<file path="config.mk">
export PLATFORM = sky130hd
export DESIGN_NAME = axi_llc_way_resolve_flat
export DESIGN_NICKNAME = d
export VERILOG_FILES = /design/src/rtl/axi_llc_way_resolve_if.sv /design/src/rtl/axi_llc_way_resolve.sv /design/src/flat_wrapper.sv
export SDC_FILE = /design/constraint.sdc
export NUM_CORES = 1
export LEC_CHECK = 0
export ABC_CLOCK_PERIOD_IN_PS = 3850
export CAP_MARGIN = 20
export CORE_ASPECT_RATIO = 0.7
export CORE_MARGIN = 1
export CORE_UTILIZATION = 43
export DETAILED_ROUTE_END_ITERATION = 10
export GPL_TIMING_DRIVEN = 0
export MAX_ROUTING_LAYER = met4
export PLACE_DENSITY = 0.78
export SLEW_MARGIN = 5
export SYNTH_ARGS = -nofsm -noshare
export SYNTH_HDL_FRONTEND = slang
export SYNTH_SLANG_ARGS = --single-unit
</file>
<file path="constraint.sdc">
create_clock -name clk_i -period 3.85 [get_ports clk_i]
set_clock_uncertainty 0.2 [all_clocks]
set_input_delay 0.77 -clock clk_i [delete_from_list [all_inputs] [get_ports clk_i]]
set_output_delay 0.77 -clock clk_i [all_outputs]
set_load 0.02 [all_outputs]
</file>
<file path="src/rtl/axi_llc_way_resolve_if.sv">
// Bus bundle for the way-resolve stage: lookup input, eviction-box exchange
// and resolved-descriptor output. The slave modport is the resolve block's view.
interface axi_llc_way_resolve_if #(
  parameter int unsigned SetAssociativity = 8,
  parameter int unsigned IndexWidth       = 10,
  parameter int unsigned TagWidth         = 20
);
  logic                        in_valid_i;
  logic                        in_ready_o;
  logic [IndexWidth-1:0]       in_index_i;
  logic [TagWidth-1:0]         in_tag_i;
  logic [SetAssociativity-1:0] in_hit_i;
  logic [SetAssociativity-1:0] in_valid_ways_i;
  logic [SetAssociativity-1:0] in_dirty_ways_i;
  logic [SetAssociativity-1:0] in_spm_lock_i;

  logic                        evict_req_o;
  logic [SetAssociativity-1:0] evict_valid_ways_o;
  logic [SetAssociativity-1:0] evict_dirty_ways_o;
  logic [SetAssociativity-1:0] evict_spm_lock_o;
  logic [SetAssociativity-1:0] evict_way_ind_i;
  logic                        evict_flag_i;
  logic                        evict_valid_i;

  logic                        out_valid_o;
  logic                        out_ready_i;
  logic [IndexWidth-1:0]       out_index_o;
  logic [TagWidth-1:0]         out_tag_o;
  logic [SetAssociativity-1:0] out_way_ind_o;
  logic                        out_hit_o;
  logic                        out_evict_o;
  logic                        out_no_way_o;

  modport slave (
    input  in_valid_i, in_index_i, in_tag_i, in_hit_i,
           in_valid_ways_i, in_dirty_ways_i, in_spm_lock_i,
           evict_way_ind_i, evict_flag_i, evict_valid_i, out_ready_i,
    output in_ready_o, evict_req_o, evict_valid_ways_o, evict_dirty_ways_o,
           evict_spm_lock_o, out_valid_o, out_index_o, out_tag_o,
           out_way_ind_o, out_hit_o, out_evict_o, out_no_way_o
  );

  modport master (
    output in_valid_i, in_index_i, in_tag_i, in_hit_i,
           in_valid_ways_i, in_dirty_ways_i, in_spm_lock_i,
           evict_way_ind_i, evict_flag_i, evict_valid_i, out_ready_i,
    input  in_ready_o, evict_req_o, evict_valid_ways_o, evict_dirty_ways_o,
           evict_spm_lock_o, out_valid_o, out_index_o, out_tag_o,
           out_way_ind_o, out_hit_o, out_evict_o, out_no_way_o
  );
endinterface

</file>
<file path="src/rtl/axi_llc_way_resolve.sv">
// Resolves the target way of one lookup: forwards a hit way, or asks the
// eviction box for a victim on a miss, then emits one resolved descriptor.
module axi_llc_way_resolve #(
  parameter int unsigned SetAssociativity = 8,
  parameter int unsigned IndexWidth       = 10,
  parameter int unsigned TagWidth         = 20,
  parameter int unsigned CntWidth         = 32
) (
  input  logic                  clk_i,
  input  logic                  rst_i,
  input  logic                  ctrl_clr_i,
  axi_llc_way_resolve_if.slave  bus,
  output logic [CntWidth-1:0]   hit_cnt_o,
  output logic [CntWidth-1:0]   miss_cnt_o,
  output logic [CntWidth-1:0]   evict_cnt_o
);

  typedef enum logic [1:0] {IDLE, EVICT, OUT} state_e;

  state_e state_reg, state_next;

  logic [IndexWidth-1:0]       index_reg;
  logic [TagWidth-1:0]         tag_reg;
  logic [SetAssociativity-1:0] valid_ways_reg;
  logic [SetAssociativity-1:0] dirty_ways_reg;
  logic [SetAssociativity-1:0] spm_lock_reg;
  logic [SetAssociativity-1:0] way_reg;
  logic                        hit_reg;
  logic                        evict_reg;
  logic                        no_way_reg;

  logic in_hs, out_hs, evict_hs, in_is_hit, in_all_spm;

  assign in_hs      = (state_reg == IDLE) && bus.in_valid_i;
  assign evict_hs   = (state_reg == EVICT) && bus.evict_valid_i;
  assign out_hs     = (state_reg == OUT) && bus.out_ready_i;
  assign in_is_hit  = |bus.in_hit_i;
  assign in_all_spm = &bus.in_spm_lock_i;

  always_ff @(posedge clk_i) begin
    if (rst_i) begin
      state_reg <= IDLE;
    end else begin
      state_reg <= state_next;
    end
  end

  always_comb begin
    state_next = state_reg;
    case (state_reg)
      IDLE: begin
        if (bus.in_valid_i) begin
          if (in_is_hit || in_all_spm) begin
            state_next = OUT;
          end else begin
            state_next = EVICT;
          end
        end
      end
      EVICT: begin
        if (bus.evict_valid_i) begin
          state_next = OUT;
        end
      end
      OUT: begin
        if (bus.out_ready_i) begin
          state_next = IDLE;
        end
      end
      default: state_next = IDLE;
    endcase
  end

  always_comb begin
    bus.in_ready_o  = 1'b0;
    bus.evict_req_o = 1'b0;
    bus.out_valid_o = 1'b0;
    case (state_reg)
      IDLE:    bus.in_ready_o  = 1'b1;
      EVICT:   bus.evict_req_o = 1'b1;
      OUT:     bus.out_valid_o = 1'b1;
      default: bus.in_ready_o  = 1'b0;
    endcase
  end

  // On a miss the hit vector is zero, so latching it directly also clears the way.
  always_ff @(posedge clk_i) begin
    if (rst_i) begin
      index_reg      <= '0;
      tag_reg        <= '0;
      valid_ways_reg <= '0;
      dirty_ways_reg <= '0;
      spm_lock_reg   <= '0;
      way_reg        <= '0;
      hit_reg        <= 1'b0;
      evict_reg      <= 1'b0;
      no_way_reg     <= 1'b0;
    end else if (in_hs) begin
      index_reg      <= bus.in_index_i;
      tag_reg        <= bus.in_tag_i;
      valid_ways_reg <= bus.in_valid_ways_i;
      dirty_ways_reg <= bus.in_dirty_ways_i;
      spm_lock_reg   <= bus.in_spm_lock_i;
      way_reg        <= bus.in_hit_i;
      hit_reg        <= in_is_hit;
      evict_reg      <= 1'b0;
      no_way_reg     <= !in_is_hit && in_all_spm;
    end else if (evict_hs) begin
      way_reg        <= bus.evict_way_ind_i;
      evict_reg      <= bus.evict_flag_i;
    end
  end

  assign bus.evict_valid_ways_o = valid_ways_reg;
  assign bus.evict_dirty_ways_o = dirty_ways_reg;
  assign bus.evict_spm_lock_o   = spm_lock_reg;
  assign bus.out_index_o        = index_reg;
  assign bus.out_tag_o          = tag_reg;
  assign bus.out_way_ind_o      = way_reg;
  assign bus.out_hit_o          = hit_reg;
  assign bus.out_evict_o        = evict_reg;
  assign bus.out_no_way_o       = no_way_reg;

  // Counter order: 0 = hit, 1 = allocating miss, 2 = dirty eviction.
  logic [2:0]          cnt_inc;
  logic [CntWidth-1:0] cnt_reg [3];

  assign cnt_inc[0] = out_hs && hit_reg;
  assign cnt_inc[1] = out_hs && !hit_reg && !no_way_reg;
  assign cnt_inc[2] = out_hs && evict_reg;

  for (genvar gi = 0; gi < 3; gi++) begin : g_cnt
    always_ff @(posedge clk_i) begin
      if (rst_i || ctrl_clr_i) begin
        cnt_reg[gi] <= '0;
      end else if (cnt_inc[gi] && (cnt_reg[gi] != {CntWidth{1'b1}})) begin
        cnt_reg[gi] <= cnt_reg[gi] + 1'b1;
      end
    end
  end

  assign hit_cnt_o   = cnt_reg[0];
  assign miss_cnt_o  = cnt_reg[1];
  assign evict_cnt_o = cnt_reg[2];

  a_hit_onehot0: assert property (@(posedge clk_i) disable iff (rst_i)
    in_hs |-> $onehot0(bus.in_hit_i));
  a_hit_in_valid: assert property (@(posedge clk_i) disable iff (rst_i)
    in_hs |-> ((bus.in_hit_i & ~bus.in_valid_ways_i) == '0));
  a_victim_onehot: assert property (@(posedge clk_i) disable iff (rst_i)
    evict_hs |-> $onehot(bus.evict_way_ind_i));
  a_victim_not_spm: assert property (@(posedge clk_i) disable iff (rst_i)
    evict_hs |-> ((bus.evict_way_ind_i & spm_lock_reg) == '0));
  a_out_stable: assert property (@(posedge clk_i) disable iff (rst_i)
    (bus.out_valid_o && !bus.out_ready_i) |=>
      ($stable(bus.out_index_o) && $stable(bus.out_tag_o) &&
       $stable(bus.out_way_ind_o) && $stable(bus.out_hit_o) &&
       $stable(bus.out_evict_o) && $stable(bus.out_no_way_o)));

endmodule

</file>
<file path="src/flat_wrapper.sv">
// flat-port wrapper written by rule: the top's interface ports become plain ports
module axi_llc_way_resolve_flat 
#(
  parameter int unsigned SetAssociativity = 8,
  parameter int unsigned IndexWidth       = 10,
  parameter int unsigned TagWidth         = 20,
  parameter int unsigned CntWidth         = 32
)
  (clk_i, rst_i, ctrl_clr_i, hit_cnt_o, miss_cnt_o, evict_cnt_o, bus_in_valid_i, bus_in_index_i, bus_in_tag_i, bus_in_hit_i, bus_in_valid_ways_i, bus_in_dirty_ways_i, bus_in_spm_lock_i, bus_evict_way_ind_i, bus_evict_flag_i, bus_evict_valid_i, bus_out_ready_i, bus_in_ready_o, bus_evict_req_o, bus_evict_valid_ways_o, bus_evict_dirty_ways_o, bus_evict_spm_lock_o, bus_out_valid_o, bus_out_index_o, bus_out_tag_o, bus_out_way_ind_o, bus_out_hit_o, bus_out_evict_o, bus_out_no_way_o);
  axi_llc_way_resolve_if #(.SetAssociativity(SetAssociativity), .IndexWidth(IndexWidth), .TagWidth(TagWidth)) bus_i ();
  input  logic clk_i;
  input  logic rst_i;
  input  logic ctrl_clr_i;
  output logic [CntWidth-1:0] hit_cnt_o;
  output logic [CntWidth-1:0] miss_cnt_o;
  output logic [CntWidth-1:0] evict_cnt_o;
  input wire logic [$bits(bus_i.in_valid_i)-1:0] bus_in_valid_i;
  input wire logic [$bits(bus_i.in_index_i)-1:0] bus_in_index_i;
  input wire logic [$bits(bus_i.in_tag_i)-1:0] bus_in_tag_i;
  input wire logic [$bits(bus_i.in_hit_i)-1:0] bus_in_hit_i;
  input wire logic [$bits(bus_i.in_valid_ways_i)-1:0] bus_in_valid_ways_i;
  input wire logic [$bits(bus_i.in_dirty_ways_i)-1:0] bus_in_dirty_ways_i;
  input wire logic [$bits(bus_i.in_spm_lock_i)-1:0] bus_in_spm_lock_i;
  input wire logic [$bits(bus_i.evict_way_ind_i)-1:0] bus_evict_way_ind_i;
  input wire logic [$bits(bus_i.evict_flag_i)-1:0] bus_evict_flag_i;
  input wire logic [$bits(bus_i.evict_valid_i)-1:0] bus_evict_valid_i;
  input wire logic [$bits(bus_i.out_ready_i)-1:0] bus_out_ready_i;
  output wire logic [$bits(bus_i.in_ready_o)-1:0] bus_in_ready_o;
  output wire logic [$bits(bus_i.evict_req_o)-1:0] bus_evict_req_o;
  output wire logic [$bits(bus_i.evict_valid_ways_o)-1:0] bus_evict_valid_ways_o;
  output wire logic [$bits(bus_i.evict_dirty_ways_o)-1:0] bus_evict_dirty_ways_o;
  output wire logic [$bits(bus_i.evict_spm_lock_o)-1:0] bus_evict_spm_lock_o;
  output wire logic [$bits(bus_i.out_valid_o)-1:0] bus_out_valid_o;
  output wire logic [$bits(bus_i.out_index_o)-1:0] bus_out_index_o;
  output wire logic [$bits(bus_i.out_tag_o)-1:0] bus_out_tag_o;
  output wire logic [$bits(bus_i.out_way_ind_o)-1:0] bus_out_way_ind_o;
  output wire logic [$bits(bus_i.out_hit_o)-1:0] bus_out_hit_o;
  output wire logic [$bits(bus_i.out_evict_o)-1:0] bus_out_evict_o;
  output wire logic [$bits(bus_i.out_no_way_o)-1:0] bus_out_no_way_o;
  assign bus_i.in_valid_i = bus_in_valid_i;
  assign bus_i.in_index_i = bus_in_index_i;
  assign bus_i.in_tag_i = bus_in_tag_i;
  assign bus_i.in_hit_i = bus_in_hit_i;
  assign bus_i.in_valid_ways_i = bus_in_valid_ways_i;
  assign bus_i.in_dirty_ways_i = bus_in_dirty_ways_i;
  assign bus_i.in_spm_lock_i = bus_in_spm_lock_i;
  assign bus_i.evict_way_ind_i = bus_evict_way_ind_i;
  assign bus_i.evict_flag_i = bus_evict_flag_i;
  assign bus_i.evict_valid_i = bus_evict_valid_i;
  assign bus_i.out_ready_i = bus_out_ready_i;
  assign bus_in_ready_o = bus_i.in_ready_o;
  assign bus_evict_req_o = bus_i.evict_req_o;
  assign bus_evict_valid_ways_o = bus_i.evict_valid_ways_o;
  assign bus_evict_dirty_ways_o = bus_i.evict_dirty_ways_o;
  assign bus_evict_spm_lock_o = bus_i.evict_spm_lock_o;
  assign bus_out_valid_o = bus_i.out_valid_o;
  assign bus_out_index_o = bus_i.out_index_o;
  assign bus_out_tag_o = bus_i.out_tag_o;
  assign bus_out_way_ind_o = bus_i.out_way_ind_o;
  assign bus_out_hit_o = bus_i.out_hit_o;
  assign bus_out_evict_o = bus_i.out_evict_o;
  assign bus_out_no_way_o = bus_i.out_no_way_o;
  axi_llc_way_resolve #(.SetAssociativity(SetAssociativity), .IndexWidth(IndexWidth), .TagWidth(TagWidth), .CntWidth(CntWidth)) u_core (.clk_i(clk_i), .rst_i(rst_i), .ctrl_clr_i(ctrl_clr_i), .bus(bus_i), .hit_cnt_o(hit_cnt_o), .miss_cnt_o(miss_cnt_o), .evict_cnt_o(evict_cnt_o));
endmodule
</file>
# Word level (Yosys, flattened, before mapping)

Memories as Yosys holds them, arrays and structs flattened.
Index checks and enable logic that the tools add are counted.

Bitwise logic cells: 3
Mux-type cells: 24
Equal/unequal tests: 8
Reduce and logical (&&, ||, !) cells: 22
Add/sub/neg operators: 3

Operators with widths:

| kind                    | count |
|---|---|
| $add A32 B1 Y32 const B | 3 |
| $mux W32                | 3 |
| $ne A32 B32 Y1 const B  | 3 |
| $mux W8                 | 2 |
| $mux W1                 | 14 |
| $logic_and A1 B1 Y1     | 11 |
| $mux W2                 | 4 |
| $reduce_and A8 Y1       | 1 |
| $reduce_or A8 Y1        | 1 |
| $ne A2 B2 Y1 const B    | 3 |
| $pmux W2 S3             | 1 |
| $logic_not A1 Y1        | 3 |
| $or A1 B1 Y1            | 3 |
| $reduce_and A3 Y1       | 1 |
| $eq A2 B1 Y1 const B    | 1 |
| $eq A2 B2 Y1 const B    | 1 |
| $logic_not A2 Y1        | 1 |
| $logic_or A1 B1 Y1      | 2 |
| $reduce_bool A2 Y1      | 1 |
| $reduce_or A2 Y1        | 1 |

Bits of input ports: 77
Flip-flop bits (word level): 67
Memories: 1
Output and inout bits: 164
RAM bits: 96
Word-level logic and storage cells: 71

Memories:

| name           | depth | width | rd ports | clocked after Yosys merged registers in | wr ports | RTL line                   | source |
|---|---|---|---|---|---|---|---|
| u_core.cnt_reg | 3     | 32    | 3        | 0                                       | 3        | axi_llc_way_resolve.sv:126 | `logic [CntWidth-1:0] cnt_reg [3];` |

# Longest topological paths before layout

Word-level depth: 9
Gate-level depth with buffers: 8
Depth with buffers taken out: 6

# Worst setup path after synthesis

Ideal clock, no wire load.

Kind: register -> register
Start: memory u_core.cnt_reg[2][0]
End: memory u_core.cnt_reg[2][0], enable pin
Setup time: 0.466 ns
Required time: 3.184 ns
Buffers on the path: 0
Period minus slack after synthesis: 4.352 ns
Cell stages (with the launch flop): 7
Arrival: 3.687 ns
Path slack: -0.502 ns
Cells stage by stage: edfxtp_1 > ha_1 > and2_1 > and4_1 > nand4_1 > nor2_1 > o21ai_0

RTL lines:

| element         | RTL line |
|---|---|
| start, declared | axi_llc_way_resolve.sv:126 |

==> metrics.txt <==
outcome=completed; r2r startpoint=u_core.cnt_reg[1][0]$_SDFFCE_PN0P_; Sink Count=163; Detail Route Antenna Nets=0; Required @ worst endpoint=3.82 ns; Post-CTS Setup Inserts=0; max FFs per register=96; core area=17400 um^2; Yosys Warn Count=0; delay-heaviest family, CP=simple AND/OR/NAND/NOR gates; dpl cell area=10600 um^2; Hold Crit Class=flip-flop to flip-flop; final worst slack=0.644 ns; drt via density=5.26; commonest cells in the netlist=nand2_1 (157), nor2_1 (120), edfxtp_1 (96); PortBufs=238; drt total wl=21.9 mm; static leakage=3.79 nW; most common cell in the netlist=nand2_1; Setup WS pre-CTS=0.584 ns; R2R depth=7; Final Hold Viols=0; design area=11100 um^2; worst-path maximum fanout=20; initial antenna violation count=1; r2r setup slk=0.64 ns; Yosys cell types=45; Hold Crit Depth=2; TritonCTS buffer count=17; die footprint=18600 um^2; count of final setup violators=0; kind of critical path=flip-flop to flip-flop; Critical Path End Type=flip-flop; Crit path arrival time=3.17 ns; Worst Tran Pin Value=0.655 ns; largest net degree at the start of global routing=21; All-Layer GR Usage=24.6%; average size of a mapped cell=9.42 um^2; Worst VDD drop=0.235 mV; Slew HR=56.3%; clock latency at the later pin of the worst-skew pair=0.42 ns; Nets=1166; Post-synth ARST share=0%; synthesized area=7780 um^2; ys flop type=edfxtp_1; RSZ-0062 raised after global routing=false; Initial DRC Count=474; drt drc=0; critical path depth in cells=7; drt wl/cell=16.5 um; crit-path max cell delay=0.50 ns; Seq cells post-synth=163; fin. max-slew vios=0; worst setup path start=u_core.cnt_reg[1][0]$_SDFFCE_PN0P_; HPWL after DPL=16.4 mm; Power Density=394 nW/um^2; Initial Util=44.7%; Seq/Total Area, Yosys=54.3%; post-synth top area share=37.0%; Pre-antenna DRT Iters=5; H-tree depth=4; area grow syn2layout=42.9%; via count=7003; Clock transition at path regs=0.07 ns; post-CTS sizing=0; Root Buffer=clkbuf_16; crit-path cells=ha_1, nand3_1, nor2_1, nand4_2, o211ai_1, nand2_1, buf_16; fmax=312 MHz; cell taking the most area after synthesis=edfxtp_1; Final min period=3.21 ns; WP buf/inv=1; Post-Route Utilization=63.8%; CTS tree=yes; Post-CTS Hold Buffers=0; total global routing overflow=0; vias in the first global route=6471; DIE WIDTH=163 um; Post-Syn Nets=906; first-pass GRT wire length=34.4 mm; number of synthesized flops with an enable pin=96; die height=115 um; ranking of synthesized cells by area=edfxtp_1 (37%), dfxtp_1 (17%), nand2_1 (7.6%); share of post-route cells with drive strength above 1=5.64%; maxcap violations=0; cell count after synthesis=826; # IOs=241; CP startpoint kind=flip-flop; HP Start=u_core.bus.evict_spm_lock_o[2]$_SDFFE_PP0P_; cell row count=40; Bufs on Longest Clock Path=2; Final Cycle Share=83.3%; gp weighted congestion=0.877; Slowest cell on crit path=nor2_1
## final timing paths
path | to
min reg2reg | u_core.bus.evict_spm_lock_o[2]$_SDFFE_PP0P_
max | u_core.cnt_reg[1][24]$_SDFFCE_PN0P_
max reg2reg | u_core.cnt_reg[1][24]$_SDFFCE_PN0P_
min | u_core.bus.evict_spm_lock_o[2]$_SDFFE_PP0P_
## logic make-up (layout without fill, tap and decap cells)
logic type | count (synthesis) | in the layout | synth area share [%]
other | 0 | 1 | 0
muxes | 2 | 2 | 0.257
buffers and inverters | 50 | 323 | 3.02
xor gates and xnor gates | 79 | 79 | 8.89
adders and majority gates | 3 | 3 | 0.482
and+or+nand+nor | 436 | 436 | 26.1
DFF | 163 | 163 | 54.3
AOI/OAI and AO/OA | 93 | 93 | 6.91
## cell usage in the layout, fill, tap and decap left out, types with 3 or more instances in the layout
| cell | n |
|---|---|
| nor3_1 | 13 |
| nand2_1 | 157 |
| and4_1 | 7 |
| xor2_1 | 42 |
| inv_1 | 14 |
| or3_1 | 7 |
| and2_1 | 4 |
| clkbuf_16 | 18 |
| nand4_1 | 32 |
| inv_4 | 3 |
| a21oi_1 | 62 |
| buf_4 | 3 |
| dfxtp_1 | 67 |
| o21ai_0 | 8 |
| inv_6 | 4 |
| or2_2 | 4 |
| and3_1 | 13 |
| buf_6 | 4 |
| edfxtp_1 | 96 |
| nor2b_1 | 4 |
| clkdlybuf4s50_1 | 238 |
| o211ai_1 | 3 |
| clkinv_4 | 3 |
| ha_1 | 3 |
| nor4_1 | 15 |
| buf_2 | 4 |
| clkbuf_1 | 26 |
| buf_16 | 3 |
| a311oi_1 | 8 |
| nor2_1 | 120 |
| nand3_1 | 48 |
| xnor2_1 | 37 |
## through the flow
| step | TNS (ns) | total power (W) | instances | hold slack, ns |
|---|---|---|---|---|
| 4_1_cts | 0 | 0.00440 | 1330 | 0.254 |
| 6_report | 0 | 0.00438 | 1331 | 0.255 |
| 5_1_grt | 0 | 0.00454 | 1331 | 0.272 |
| 3_3_place_gp | -34.24 | 0.00277 | 1295 | 0.241 |
| 3_5_place_dp | 0 | 0.00279 | 1298 | 0.246 |
| 2_1_floorplan | 0 | 0.00240 | 826 | 0.335 |
## per-layer routing
| metal | track usage (%) | up-vias | part of all wire, % | routed length (um) |
|---|---|---|---|---|
| met2 | 38.3 | 207 | 47 | 10300 |
| met1 | 31.3 | 3363 | 45 | 9830 |
| met4 | 7.04 | 0 | 1.3 | 287 |
| met3 | 6.81 | 20 | 6.6 | 1440 |
| li1 | - | 3413 | - | - |
| met5 | - | - | 0 | 0 |
## power breakdown
part	internal (W)	leakage (nW)	total, W	switching, W
registers	0.00195	1.62	0.00205	0.000102
logic	0.000329	1.88	0.000696	0.000367
clock network	0.000892	0.280	0.00163	0.000737
total	0.00317	3.79	0.00438	0.00121
## area by class of cell
cell class / instances / area [um^2]
clock buffer: 20 / 468
clock inverter: 12 / 91.3
inverter: 13 / 48.8
antenna: 1 / 2.50
timing repair buffer: 241 / 2460
fill: 1447 / 6300
tap: 231 / 289
multi-input combinational: 613 / 3340
sequential: 163 / 4220
buffer: 37 / 186
## tightest hold or removal path: cells and delay by family (launching register included)
family	cells	cell delay (ns)
compound gates	1	0.05
flops	1	0.31
simple gates	1	0.05
Power figures use the tool's default switching activity.
